$ cat config.mk
export PLATFORM = sky130hd
export DESIGN_NAME = ofmap_write_arbiter
export DESIGN_NICKNAME = d
export VERILOG_FILES = /design/src/rtl/ofmap_write_arbiter.sv
export SDC_FILE = /design/constraint.sdc
export NUM_CORES = 1
export LEC_CHECK = 0
export CAP_MARGIN = 20
export CORE_MARGIN = 5
export CORE_UTILIZATION = 30
export DETAILED_ROUTE_END_ITERATION = 8
export REMOVE_ABC_BUFFERS = 1
export SLEW_MARGIN = 20
export SYNTH_ARGS = -nofsm -noshare
export SYNTH_HDL_FRONTEND = slang
export SYNTH_SLANG_ARGS = --single-unit
$ cat constraint.sdc
create_clock -name w_clk -period 4.7 [get_ports w_clk]
set_input_delay 0.47 -clock w_clk [delete_from_list [all_inputs] [get_ports w_clk]]
set_output_delay 0.47 -clock w_clk [all_outputs]
set_load 0.02 [all_outputs]
$ cat src/rtl/ofmap_write_arbiter.sv
// ofmap_write_arbiter: shares the ofmap buffer write port among NUM_REQ producers for one fill pass.
// Build option: OFMAP_ARB_FIXED_PRIO_EN selects lowest-index-wins instead of round-robin.
`default_nettype none

module ofmap_write_arbiter #(
  parameter int NUM_REQ = 4,
  parameter int DATA_W  = 16,
  parameter int ADDR_W  = 10
) (
  input  logic                      w_clk,
  input  logic                      reset,
  input  logic                      start,
  input  logic [ADDR_W-1:0]         base_addr,
  input  logic [ADDR_W-1:0]         ofmap_size,
  input  logic                      buf_full,
  input  logic [NUM_REQ-1:0]        req_valid,
  input  logic [NUM_REQ*DATA_W-1:0] req_data,
  output logic [NUM_REQ-1:0]        req_ready,
  output logic                      wr_en,
  output logic [ADDR_W-1:0]         wr_addr,
  output logic [DATA_W-1:0]         wr_data,
  output logic                      busy,
  output logic                      done
);

  typedef enum logic [1:0] {
    S_IDLE = 2'd0,
    S_FILL = 2'd1,
    S_DONE = 2'd2
  } state_e;

  state_e              state_q, state_d;
  logic [ADDR_W-1:0]   base_q, base_d;
  logic [ADDR_W-1:0]   size_q, size_d;
  logic [ADDR_W-1:0]   count_q, count_d;
  logic                wr_en_q, wr_en_d;
  logic [ADDR_W-1:0]   wr_addr_q, wr_addr_d;
  logic [DATA_W-1:0]   wr_data_q, wr_data_d;

  logic [NUM_REQ-1:0]  grant;
  logic [DATA_W-1:0]   grant_data;
  logic                xfer;
  int                  idx;

`ifndef OFMAP_ARB_FIXED_PRIO_EN
  localparam int RR_W = (NUM_REQ > 1) ? $clog2(NUM_REQ) : 1;
  logic [RR_W-1:0]     rr_q, rr_d;
  logic [RR_W-1:0]     grant_idx;
`endif

  // Grant search: first valid requester starting at the search origin, at most one winner.
  always_comb begin
    grant      = '0;
    grant_data = '0;
    xfer       = 1'b0;
    idx        = 0;
`ifndef OFMAP_ARB_FIXED_PRIO_EN
    grant_idx  = '0;
`endif
    if (state_q == S_FILL && !buf_full) begin
      for (int k = 0; k < NUM_REQ; k++) begin
`ifdef OFMAP_ARB_FIXED_PRIO_EN
        idx = k;
`else
        idx = int'(rr_q) + k;
        if (idx >= NUM_REQ) idx = idx - NUM_REQ;
`endif
        if (!xfer && req_valid[idx]) begin
          xfer       = 1'b1;
          grant[idx] = 1'b1;
          grant_data = req_data[idx*DATA_W +: DATA_W];
`ifndef OFMAP_ARB_FIXED_PRIO_EN
          grant_idx  = RR_W'(idx);
`endif
        end
      end
    end
  end

  always_comb begin
    state_d   = state_q;
    base_d    = base_q;
    size_d    = size_q;
    count_d   = count_q;
    wr_en_d   = xfer;
    wr_addr_d = wr_addr_q;
    wr_data_d = wr_data_q;
`ifndef OFMAP_ARB_FIXED_PRIO_EN
    rr_d      = rr_q;
`endif
    if (xfer) begin
      wr_addr_d = base_q + count_q;
      wr_data_d = grant_data;
      count_d   = count_q + ADDR_W'(1);
`ifndef OFMAP_ARB_FIXED_PRIO_EN
      rr_d      = (grant_idx == RR_W'(NUM_REQ - 1)) ? '0 : grant_idx + RR_W'(1);
`endif
    end
    case (state_q)
      S_IDLE: begin
        if (start) begin
          base_d  = base_addr;
          size_d  = ofmap_size;
          count_d = '0;
          state_d = (ofmap_size == '0) ? S_DONE : S_FILL;
        end
      end
      S_FILL: begin
        if (xfer && (count_q == size_q - ADDR_W'(1))) state_d = S_DONE;
      end
      S_DONE:  state_d = S_IDLE;
      default: state_d = S_IDLE;
    endcase
  end

  always_ff @(posedge w_clk) begin
    if (reset) begin
      state_q   <= S_IDLE;
      base_q    <= '0;
      size_q    <= '0;
      count_q   <= '0;
      wr_en_q   <= 1'b0;
      wr_addr_q <= '0;
      wr_data_q <= '0;
`ifndef OFMAP_ARB_FIXED_PRIO_EN
      rr_q      <= '0;
`endif
    end else begin
      state_q   <= state_d;
      base_q    <= base_d;
      size_q    <= size_d;
      count_q   <= count_d;
      wr_en_q   <= wr_en_d;
      wr_addr_q <= wr_addr_d;
      wr_data_q <= wr_data_d;
`ifndef OFMAP_ARB_FIXED_PRIO_EN
      rr_q      <= rr_d;
`endif
    end
  end

  assign req_ready = grant;
  assign wr_en     = wr_en_q;
  assign wr_addr   = wr_addr_q;
  assign wr_data   = wr_data_q;
  assign busy      = (state_q == S_FILL);
  assign done      = (state_q == S_DONE);

endmodule

`default_nettype wire

After elaboration in Yosys (flattened, before gate mapping)
Index checks and enable logic that the tools add are counted.

Multiply operators: 0. Add/subtract/negate cells: 11. Shift operators: 4. Reduce and logical (&&, ||, !) cells: 17. Bitwise operators: 3. Divide/modulo/power cells: 0. Muxes and demuxes: 62. Order comparisons: 12. Equality and inequality tests: 6.

Operator list (number): 32-bit two-way mux (8); 64-bit by 32-bit variable part select with 16-bit output (4); 32-bit by 1-bit >= comparator with 1-bit output (second input constant) (4); 32-bit by 4-bit < comparator with 1-bit output (second input constant) (4); 16-bit two-way mux (5); 4-bit two-way mux (8); 10-bit two-way mux (3); 1-bit two-way mux (20); 2-bit two-way mux (9); 4-bit OR (3); 3-bit by 3-bit subtractor with 4-bit output (second input constant) (3); 10-bit by 1-bit adder with 10-bit output (second input constant) (1); 10-bit adder (1); 10-bit equality test (1); 10-bit logical NOT (1); 10-bit by 1-bit subtractor with 10-bit output (second input constant) (1); 3-bit >= comparator (second input constant) (3); 1-bit logical AND (9); 1-bit binary-select mux with 2-bit select (4); 1-bit demux with 2-bit select (4); 2-bit by 2-bit adder with 3-bit output (second input constant) (2); 2-bit equality test (second input constant) (2); 1-bit logical NOT (4); 2-bit one-hot mux with 2 select lines (1); 9 further kinds (10).

Latch bits: 0. Register bits after elaboration: 61. Memory bits (read-only): 0. Memories kept: 0. RAM bits: 0.

Depth between registers and ports, before layout
Depth in word-level cells: 23. Depth in mapped cells: 13.

Worst setup path after synthesis
Ideal clock, no wire load.

Kind: reg-to-output. From: register rr_q[1]. To: output req_ready[0]. Setup slack: 0.932 ns. Cell stages (with the launch flop): 13. Data arrival time: 3.298 ns. Cells stage by stage: dfxtp_1 > clkbuf_1 > clkinv_1 > clkbuf_1 > ha_1 > mux4_2 > clkbuf_1 > nor2b_1 > clkbuf_1 > a22oi_1 > nor2_1 > a221oi_1 > nor2_1.

Word-level cells in the longest chain between the ends: 20. Elaborated cells on any way between the ends: 74.

RTL lines: from (decl) (line 47) `logic [RR_W-1:0] rr_q, rr_d;`; from (signal assigned) (line 137) `rr_q <= rr_d;`; parallel branches: the longest is 18 deep, another holds 32-bit by 1-bit >= comparator with 1-bit output; 4-bit two-way mux * (line 68) `if (!xfer && req_valid[idx]) begin`; 4-bit two-way mux * (line 60) `if (state_q == S_FILL && !buf_full) begin`; to (decl) (line 18) `output logic [NUM_REQ-1:0] req_ready,`.

Every way passes the cells marked *. The select of a mux whose other input is x is not followed.

Final worst setup path
From: register rr_q[0]. To: output req_ready[1].

The elaborated chain is that of the path after synthesis.

==> impl_metrics.json <==
{
  "run_status": "completed",
  "dp_cells": 944,
  "clock_sinks": 61,
  "cts_buffer_depth": 2,
  "via_per_inst": 5.443,
  "syn_avg_cell_area_sq_um": 8.577,
  "die_w_um": 144.1,
  "ys.flop_type": "dfxtp_1",
  "yosysSeqAreaShare": 0.2263,
  "hold_path_class": "reg2reg",
  "post_cts_buffers": 0,
  "vias": 5225,
  "drc": 0,
  "wl_per_cell_um": 17.03,
  "place_ws_ns": 1.123,
  "dieArea_sq_um": 20770,
  "htreeDepth": 3,
  "finalNetCount": 837,
  "grt_usage": 0.1571,
  "synth_edf_count": 0,
  "path_cells": "inv_1 -> ha_1 -> mux4_2 -> nor3_1 -> and2_1 -> a221oi_1 -> nor2_1 -> clkdlybuf4s50_1",
  "start_util": 0.3024,
  "firstDrtPassIters": 5,
  "timing.final.crit_share": 0.7926,
  "fin_skew_ns": 0.004157,
  "worst_pin_slew_ns": 0.9005,
  "diodes": 0,
  "crit_required_ns": 4.23,
  "critPathMaxStageDelay_ns": 0.64,
  "grt_first_pass_wirelength_mm": 26.31,
  "power.density_nw_per_um2": 273.0,
  "cts_repair_resize_count": 0,
  "power.leakage_nw": 2.381,
  "relSlewSlack": 0.3984,
  "grt_max_degree": 57,
  "worst_slack_ns": 0.9747,
  "fmax_mhz": 268.4,
  "syn_area_sq_um": 5395,
  "critPathKind": "reg2out",
  "path_clk_slew_ns": 0.06,
  "ir_drop_v": 0.0001580,
  "hold_buffers": 0,
  "dpl_cell_area_sq_um": 6815,
  "crit_path_end_kind": "output pin",
  "clk_latency_ns": 0.33,
  "synth_async_sr_flop_share": 0,
  "synth-warning-count": 0,
  "startpoint_type": "register",
  "fin_util": 0.3978,
  "grt-ovfl-total": 0,
  "netlist_instances": 629,
  "ioPinCount": 125,
  "fp-row-count": 49,
  "cts_root_buffer": "clkbuf_16",
  "finalInstanceArea_sq_um": 7097,
  "numCtsBuffers": 9,
  "cp_max_fo": 12,
  "drt-initial-drc-count": 418,
  "drive_above_1_share": 0.1094,
  "gp_congestion": 0.8075,
  "arrival_ns": 3.26,
  "ys_seq_elements": 61,
  "cpMaxStageDelayCell": "mux4_2",
  "cts_tree": "yes",
  "coreArea_sq_um": 17840,
  "ant_nets": 0,
  "routed_wl_mm": 16.35,
  "chipHeight_um": 144.1,
  "portBuffers": 124,
  "area_delta_synth_final_pct": 31.54,
  "grt_pass1_vias": 4998,
  "hold_viol_final": 0,
  "stdcell_count": 960,
  "cap_violations": 0,
  "slew_viol_final": 0,
  "dp_hpwl_mm": 11.81,
  "ys_types": 59,
  "fillerInstances": 1825,
  "antenna_found_initial": 0,
  "rsz0062_at_grt": "no",
  "finalCriticalPeriod_ns": 3.725,
  "finalSetupViolCount": 0
}
registers in the layout (all words and copies together) (netlist names):
register  count
size_q       10
wr_en         1
rr_q          2
wr_data      16
base_q       10
count_q      10
state_q       2
wr_addr      10
per-layer routing:
layer | vias up | global-route usage | part of all wire | routed length (um)
li1 | 2554 | - | - | -
met1 | 2489 | 0.2147 | 0.45 | 7376
met2 | 170 | 0.2582 | 0.46 | 7588
met3 | 12 | 0.03009 | 0.074 | 1217
met4 | 0 | 0.03518 | 0.010 | 165
met5 | - | 0 | 0 | 0
final cells by class:
| cell class | count | area, sq um | area share |
|---|---|---|---|
| Tap cell | 229 | 286.5 | 0.04037 |
| Timing Repair Buffer | 135 | 1319 | 0.1858 |
| Inverter | 23 | 86.33 | 0.01217 |
| Multi-Input combinational cell | 496 | 3911 | 0.5511 |
| Clock inverter | 6 | 40.04 | 0.005642 |
| Sequential cell | 61 | 1225 | 0.1726 |
| Clock buffer | 10 | 229.0 | 0.03226 |
cell families (layout without fill, tap and decap cells):
kind of cell,after synthesis,in the layout,share of synthesized area
DFF,61,61,0.2263
and+or+nand+nor,192,192,0.1633
xor gates and xnor gates,31,31,0.05032
buffers and inverters,72,174,0.05357
adders and majority gates,19,19,0.04546
muxes,92,92,0.2595
AOI/OAI and AO/OA,162,162,0.2015
Yosys cell counts, types with 13 or more instances:
| master | instances | area (sq um) |
|---|---|---|
| mux4_2 | 38 | 855.8 |
| ha_1 | 18 | 225.2 |
| inv_1 | 22 | 82.58 |
| a21oi_1 | 41 | 205.2 |
| xnor2_1 | 19 | 166.4 |
| o22ai_1 | 17 | 106.4 |
| dfxtp_1 | 61 | 1221 |
| clkbuf_1 | 31 | 116.4 |
| mux2i_1 | 51 | 510.5 |
| o21ai_0 | 24 | 120.1 |
| a221oi_1 | 19 | 166.4 |
| nor2_1 | 60 | 225.2 |
| nor2b_1 | 13 | 81.33 |
| nand2_1 | 75 | 281.5 |
power by group:
group	internal [mW]	switching [mW]	leakage, nW
clock	0.355	0.248	0.132
sequential	0.549	0.0257	0.498
combinational	0.360	0.399	1.75
total	1.26	0.673	2.38
layout by cell type, fill, tap and decap left out, types with 9 or more instances in the layout:
master             n
nor2_1            60
o21ai_0           24
ha_1              18
o22ai_1           17
nor2b_1           13
nand2_1           75
buf_4             11
dfxtp_1           60
xnor2_1           19
inv_1             22
clkbuf_16          9
mux2i_1           51
a21oi_1           41
a22oi_1           12
a221oi_1          19
clkdlybuf4s50_1  123
xor2_1            12
mux4_2            38
path summary, 6_finish.rpt:
path / startpoint / endpoint / slack, ns / cells past startpoint
setup reg to reg: rr_q[0] / wr_data[12] / 1.23 / 10
hold reg to reg: wr_addr[8] / wr_addr[8] / 0.45 / 2
hold / removal: wr_addr[8] / wr_addr[8] / 0.45 / 2
setup / recovery: rr_q[0] / req_ready[1] / 0.97 / 8
through the flow:
step,TNS [ns],hold slack (ns),total power [mW]
detailed placement,0,0.4464,1.343
floorplan,-130.21,0.4346,1.084
CTS,0,0.4540,1.967
global placement,0,0.4421,1.341
global route,0,0.4737,2.063
finish,0,0.4493,1.937
critical path, delay by kind of cell, from the launching register on:
kind                     cells  cell delay [ns]
AO/OA/AOI/OAI                1             0.12
adder cells (fa/ha/maj)      1             0.35
buffers and inverters        2             0.75
flip-flops                   1             0.41
multiplexers                 1             0.64
AND/OR/NAND/NOR              3             0.66
(Power assumes the default switching activity.)
